--- src/rtl/pixel_fb_writer_if.sv ---
// Framebuffer write port: address/data/write-enable with a ready handshake.
interface pixel_fb_writer_if #(
  parameter int ADDR_W = 19
);
  logic [ADDR_W-1:0] mem_addr;
  logic [15:0]       mem_wdata;
  logic              mem_we;
  logic              mem_ready;

  modport master (output mem_addr, output mem_wdata, output mem_we, input mem_ready);
  modport slave  (input mem_addr, input mem_wdata, input mem_we, output mem_ready);
endinterface

--- src/rtl/pixel_fb_writer.sv ---
// Buffers the serial RGB888 pixel stream, converts to RGB565 and writes it in raster order.
// Optional DITHER_EN: 2x2 ordered dither applied in the output-load stage.
module pixel_fb_writer #(
  parameter int H_RES      = 640,
  parameter int V_RES      = 480,
  parameter int ADDR_W     = 19,
  parameter int FIFO_DEPTH = 16
) (
  input  logic                     clk,
  input  logic                     rst_n,
  input  logic                     frame_start,
  input  logic [7:0]               R,
  input  logic [7:0]               G,
  input  logic [7:0]               B,
  input  logic                     valid_pix,
  pixel_fb_writer_if.master        mem,
  output logic                     frame_done,
  output logic                     overflow,
  output logic                     busy
);
  localparam int PW = $clog2(FIFO_DEPTH);
  localparam int XW = $clog2(H_RES);
  localparam int YW = $clog2(V_RES);
  localparam logic [XW-1:0] X_LAST = XW'(H_RES - 1);
  localparam logic [YW-1:0] Y_LAST = YW'(V_RES - 1);

  logic              in_vld;
  logic [23:0]       in_rgb;
  logic [23:0]       fifo_mem [FIFO_DEPTH];
  logic [PW:0]       wr_ptr, rd_ptr;
  logic              fifo_empty, fifo_full;
  logic              xfer, pop, push, drop;
  logic [XW-1:0]     x, x_nxt;
  logic [YW-1:0]     y, y_nxt;
  logic [ADDR_W-1:0] addr, addr_nxt;
  logic              frame_end;
  logic [15:0]       pix565;

  // Input sample stage; the FIFO write happens from here one cycle later.
  always_ff @(posedge clk or negedge rst_n) begin
    if (!rst_n) begin
      in_vld <= 1'b0;
      in_rgb <= '0;
    end else begin
      in_vld <= valid_pix;
      in_rgb <= {R, G, B};
    end
  end

  always_comb begin
    fifo_empty = (wr_ptr == rd_ptr);
    fifo_full  = (wr_ptr[PW] != rd_ptr[PW]) && (wr_ptr[PW-1:0] == rd_ptr[PW-1:0]);
    xfer       = mem.mem_we & mem.mem_ready;
    pop        = !fifo_empty && (!mem.mem_we || xfer);
    push       = in_vld && (!fifo_full || pop);
    drop       = in_vld && !push;
  end

  always_ff @(posedge clk or negedge rst_n) begin
    if (!rst_n) begin
      wr_ptr <= '0;
      rd_ptr <= '0;
    end else if (frame_start) begin
      wr_ptr <= '0;
      rd_ptr <= '0;
    end else begin
      if (push) wr_ptr <= wr_ptr + (PW+1)'(1);
      if (pop)  rd_ptr <= rd_ptr + (PW+1)'(1);
    end
  end

  always_ff @(posedge clk) begin
    if (push) fifo_mem[wr_ptr[PW-1:0]] <= in_rgb;
  end

  // Counters step on every transfer; a load in the same cycle uses the stepped position.
  always_comb begin
    x_nxt     = x;
    y_nxt     = y;
    addr_nxt  = addr;
    frame_end = 1'b0;
    if (xfer) begin
      if (x == X_LAST) begin
        x_nxt = '0;
        if (y == Y_LAST) begin
          y_nxt     = '0;
          addr_nxt  = '0;
          frame_end = 1'b1;
        end else begin
          y_nxt    = y + YW'(1);
          addr_nxt = addr + ADDR_W'(1);
        end
      end else begin
        x_nxt    = x + XW'(1);
        addr_nxt = addr + ADDR_W'(1);
      end
    end
  end

`ifdef DITHER_EN
  logic [1:0] dith;

  function automatic logic [7:0] sat_add(input logic [7:0] c, input logic [2:0] inc);
    logic [8:0] s;
    s = {1'b0, c} + {6'b0, inc};
    return s[8] ? 8'hFF : s[7:0];
  endfunction

  function automatic logic [15:0] to565(input logic [23:0] p, input logic [1:0] d);
    logic [7:0] r, g, b;
    r = sat_add(p[23:16], {d, 1'b0});
    g = sat_add(p[15:8],  {1'b0, d});
    b = sat_add(p[7:0],   {d, 1'b0});
    return {r[7:3], g[7:2], b[7:3]};
  endfunction

  // Pattern 0,2 / 3,1 over (y[0],x[0]) reduces to d = {y^x, y}.
  always_comb begin
    dith   = {y_nxt[0] ^ x_nxt[0], y_nxt[0]};
    pix565 = to565(fifo_mem[rd_ptr[PW-1:0]], dith);
  end
`else
  function automatic logic [15:0] to565(input logic [23:0] p);
    return {p[23:19], p[15:10], p[7:3]};
  endfunction

  always_comb pix565 = to565(fifo_mem[rd_ptr[PW-1:0]]);
`endif

  always_ff @(posedge clk or negedge rst_n) begin
    if (!rst_n) begin
      x             <= '0;
      y             <= '0;
      addr          <= '0;
      mem.mem_we    <= 1'b0;
      mem.mem_addr  <= '0;
      mem.mem_wdata <= '0;
      frame_done    <= 1'b0;
      overflow      <= 1'b0;
    end else if (frame_start) begin
      x             <= '0;
      y             <= '0;
      addr          <= '0;
      mem.mem_we    <= 1'b0;
      mem.mem_addr  <= '0;
      mem.mem_wdata <= '0;
      frame_done    <= 1'b0;
      overflow      <= 1'b0;
    end else begin
      x          <= x_nxt;
      y          <= y_nxt;
      addr       <= addr_nxt;
      frame_done <= frame_end;
      if (drop) overflow <= 1'b1;
      if (pop) begin
        mem.mem_we    <= 1'b1;
        mem.mem_addr  <= addr_nxt;
        mem.mem_wdata <= pix565;
      end else if (xfer) begin
        mem.mem_we <= 1'b0;
      end
    end
  end

  assign busy = !fifo_empty || mem.mem_we;
endmodule

--- src/flat_wrapper.sv ---
// flat-port wrapper written by rule: the top's interface ports become plain ports
module pixel_fb_writer_flat 
#(
  parameter int H_RES      = 640,
  parameter int V_RES      = 480,
  parameter int ADDR_W     = 19,
  parameter int FIFO_DEPTH = 16
)
  (clk, rst_n, frame_start, R, G, B, valid_pix, frame_done, overflow, busy, mem_mem_addr, mem_mem_wdata, mem_mem_we, mem_mem_ready);
  pixel_fb_writer_if #(.ADDR_W(ADDR_W)) mem_i ();
  input  logic clk;
  input  logic rst_n;
  input  logic frame_start;
  input  logic [7:0] R;
  input  logic [7:0] G;
  input  logic [7:0] B;
  input  logic valid_pix;
  output logic frame_done;
  output logic overflow;
  output logic busy;
  output wire logic [$bits(mem_i.mem_addr)-1:0] mem_mem_addr;
  output wire logic [$bits(mem_i.mem_wdata)-1:0] mem_mem_wdata;
  output wire logic [$bits(mem_i.mem_we)-1:0] mem_mem_we;
  input wire logic [$bits(mem_i.mem_ready)-1:0] mem_mem_ready;
  assign mem_mem_addr = mem_i.mem_addr;
  assign mem_mem_wdata = mem_i.mem_wdata;
  assign mem_mem_we = mem_i.mem_we;
  assign mem_i.mem_ready = mem_mem_ready;
  pixel_fb_writer #(.H_RES(H_RES), .V_RES(V_RES), .ADDR_W(ADDR_W), .FIFO_DEPTH(FIFO_DEPTH)) u_core (.clk(clk), .rst_n(rst_n), .frame_start(frame_start), .R(R), .G(G), .B(B), .valid_pix(valid_pix), .mem(mem_i), .frame_done(frame_done), .overflow(overflow), .busy(busy));
endmodule
--- config.mk ---
export PLATFORM = sky130hd
export DESIGN_NAME = pixel_fb_writer_flat
export DESIGN_NICKNAME = d
export VERILOG_FILES = /design/src/rtl/pixel_fb_writer_if.sv /design/src/rtl/pixel_fb_writer.sv /design/src/flat_wrapper.sv
export SDC_FILE = /design/constraint.sdc
export NUM_CORES = 1
export LEC_CHECK = 0
export ABC_AREA = 1
export ABC_CLOCK_PERIOD_IN_PS = 2400
export BUFFER_PORTS_ARGS = -buffer_cell sky130_fd_sc_hd__clkbuf_2
export CORE_ASPECT_RATIO = 1.1
export CORE_MARGIN = 2
export CORE_UTILIZATION = 40
export CTS_CLUSTER_DIAMETER = 50
export CTS_CLUSTER_SIZE = 24
export DETAILED_ROUTE_END_ITERATION = 6
export GPL_ROUTABILITY_DRIVEN = 0
export GPL_TIMING_DRIVEN = 0
export SLEW_MARGIN = 15
export SYNTH_ARGS = -nofsm -noshare
export SYNTH_HDL_FRONTEND = slang
export SYNTH_SLANG_ARGS = --single-unit
--- constraint.sdc ---
create_clock -name clk -period 2.4 [get_ports clk]
set_input_delay 0.48 -clock clk [delete_from_list [all_inputs] [get_ports clk]]
set_output_delay 0.48 -clock clk [all_outputs]
set_load 0.03 [all_outputs]
==> impl_results.md <==
* Hold Path Class: in -> reg
* Setup Viol. Count Final at 0
* CP max stage cell: dfrtp_2
* Fillers at 3,299
* Syn_area_per_cell at 11.43 sq um
* Die area at 38,000 sq um
* Max Fclk at 423.5 MHz
* First-pass GRT wire length at 58,420 um
* Via count at 10.02k
* CP cell instances: xor2_2, nor2_2, nand3_2, or2_4, buf_8
* Placed Area at 15,750 sq um
* Syn_nets at 1,313
* Post-synthesis cell count at 1,276
* Layout area overhead at 17.61%
* CP Launch Type: flop
* Worst Hold Slack at 0.02621 ns
* Worst Skew at 0.02861 ns
* Synth Register Bits at 359
* Worst setup EP type: output pin
* Multi-input gate area at 3918 sq um
* YS warnings at 0
* Final worst path period need at 2.361 ns
* Layout cells sized above 1 at 14.39%
* Drt pass-1 iters at 7
* Nets at 1,434
* Starting Density at 40.41%
* Antenna violations before repair at 0
* DRT antenna net count at 0
* Vias per std cell at 5.240
* Worst-path clk slew at 0.06 ns
* Clock buffer count from CTS at 36
* Worst path arrival time at 1.88 ns
* Slew headroom at 46.70%
* Worst slew pin tran at 0.7996 ns
* Largest net degree at the start of global routing at 80
* Total power at 16.95 mW
* Static Leak at 6.527 nW
* Root buffer cell: clkbuf_16
* RSZ-0062 raised after global routing: yes
* Max cap viols at 0
* Buf+Inv Stages, Crit Path at 1
* Non-filler instance count after layout at 1,912
* CP max stage delay at 0.47 ns
* CTS tree: yes
* Die height at 204.2 um
* DRT iter0 DRCs at 1,046
* Drt total wl at 38,610 um
* Core Box Area at 36,080 sq um
* Hold Fails Final Rpt at 0
* Crit path required time at 1.92 ns
* # port buffers at 58
* Post-Layout Inst Area at 17,150 sq um
* Setup_tns at 0 ns
* H-tree depth at 2
* Cell Area, Synth at 14,580 sq um
* Remaining Overflow, GRT at 0
* Drt drc at 1
* # placed instances at 1,836
* Die Width at 186.0 um
* Gr usage total at 20.86%
* Yosys cell types at 42
* Period utilization at 98.38%
* Seq/Total Area, Yosys at 70.40%
* Max Slew Vio Count at 0
* CP Class: reg -> out
* Status: finished, violations left
* Vias in the first global route at 9,619
* Family with the most delay on the worst path: simple AND/OR/NAND/NOR gates
* Skew-Pair Late Insertion Delay at 0.57 ns
* Row cnt at 73
* IR drop worst, VDD at 0.4814 mV
* Hpwl dp at 25,630 um
* # IOs at 68
* CTS Sinks at 359
* FF/Latch Area at 10,270 sq um
* Diodes inserted at 0
* Clock tree buffer depth at 3
* Failing checks: DRC
* Routed len/inst at 20.19 um
* Max FO, Critical Path at 4
* Power Density at 988.7 nW/um^2
[cell usage in the layout, fill, tap and decap left out, types with 9 or more instances in the layout]
cell type	count
dfrtp_1	99
nand3_1	61
o21ai_0	147
edfxtp_1	256
buf_8	10
nor3_1	9
o22ai_1	33
nand2_1	209
clkbuf_16	37
buf_4	12
nor2_1	216
inv_1	43
nand4_1	11
clkbuf_1	31
a21oi_1	10
nor2_2	12
xor2_1	9
xnor2_1	9
o211ai_1	32
buf_2	17
clkbuf_2	62
[state kept, by name, summed over array words and instances (netlist names)]
| register | count |
|---|---|
| u_core.y | 9 |
| u_core.mem.mem_we | 1 |
| u_core.addr | 19 |
| u_core.mem.mem_addr | 19 |
| u_core.frame_done | 1 |
| u_core.overflow | 1 |
| u_core.rd_ptr | 5 |
| u_core.in_vld | 1 |
| u_core.mem.mem_wdata | 16 |
| u_core.in_rgb | 16 |
| u_core.x | 10 |
| u_core.wr_ptr | 5 |
| u_core.fifo_mem | 256 |
[cells in the mapped netlist]
cell,count,area (sq um)
nor2_2,2,12.51
buf_6,2,22.52
or2_2,2,12.51
buf_4,6,45.04
nor2_4,1,11.26
a21oi_1,10,50.05
inv_4,1,6.260
nand3b_1,1,7.510
nor3_1,9,45.04
inv_1,43,161.4
clkbuf_2,1,5.000
o21ai_0,147,735.7
o21bai_1,1,7.510
inv_2,2,7.510
o31ai_1,3,22.52
clkinv_2,1,5.000
nand2_4,2,22.52
o21a_1,3,22.52
nor3b_1,1,7.510
xor2_1,10,87.58
a211oi_1,3,22.52
ha_1,8,100.1
nand3_2,1,10.01
dfrtp_1,103,2577
buf_2,18,90.09
clkbuf_1,32,120.1
a22o_1,2,17.52
edfxtp_1,256,7687
nor2_1,232,870.8
nand3_1,61,305.3
o21ai_1,5,25.02
o211ai_1,32,240.2
and2_1,1,6.260
xnor2_1,9,78.83
nand2_1,209,784.5
a32o_1,1,10.01
a31oi_1,3,18.77
clkinv_1,4,15.01
nand4_1,11,68.82
o22ai_1,33,206.5
nand2_2,3,18.77
o22a_1,1,8.760
[power by group]
group / switching, mW / internal [mW] / leakage [nW]
logic: 2.83 / 1.12 / 2.24
clock network: 2.65 / 3.29 / 0.601
registers: 0.203 / 6.86 / 3.69
[cell families (layout without fill, tap and decap cells)]
logic type                 count (synthesis)  count (layout)  share of synthesized area, %
AOI/OAI and AO/OA                        244             244                         9.517
DFF                                      359             359                         70.40
adders and majority gates                  8               8                        0.6865
and+or+nand+nor                          536             536                         14.97
xor gates and xnor gates                  19              19                         1.141
buffers and inverters                    110             259                         3.278
[what timing repair did]
action                                 CTS  global route
pin swaps                                3             2
buffers inserted                         3             3
setup endpoints to repair               23            69
gates resized for setup                  7            18
hold buffers                             6             0
endpoints found under the hold margin   29             0
[per-stage QoR]
step	worst slack, ns	utilization [%]
2_1_floorplan	0.2182	-
3_3_place_gp	-0.8473	42.91
3_5_place_dp	-0.1376	43.65
4_1_cts	-0.01884	47.38
5_1_grt	-0.04875	47.53
6_report	0.03899	47.53
[cell type report]
type	count	share of cell area (%)
buffer	57	1.591
clock buffer	41	5.487
clock inverter	25	1.802
inverter	51	1.138
multi-input combinational	807	22.85
sequential	359	59.89
tap	487	3.553
timing repair buffer	85	3.692
[final timing paths]
check / slack, ns / to / from / cells past startpoint
max: 0.04 / busy / u_core.rd_ptr[2] / 5
min: 0.03 / u_core.in_rgb[10] / G[2] / 1
max reg2reg: 0.14 / u_core.mem.mem_wdata[7] / u_core.rd_ptr[0] / 10
min reg2reg: 0.48 / u_core.mem.mem_wdata[11] / u_core.mem.mem_wdata[11] / 2
max in group asynchronous: 1.33 / u_core.x[1] / rst_n / 3
min in group asynchronous: 0.38 / u_core.mem.mem_wdata[8] / rst_n / 2
[layer usage]
metal | wire length [um] | track usage (%)
met1 | 16460 | 28.76
met5 | 0 | 0
met2 | 18010 | 32.83
met4 | 1280 | 8.380
met3 | 2858 | 3.599
No activity file was read; power rests on OpenSTA's default activity.
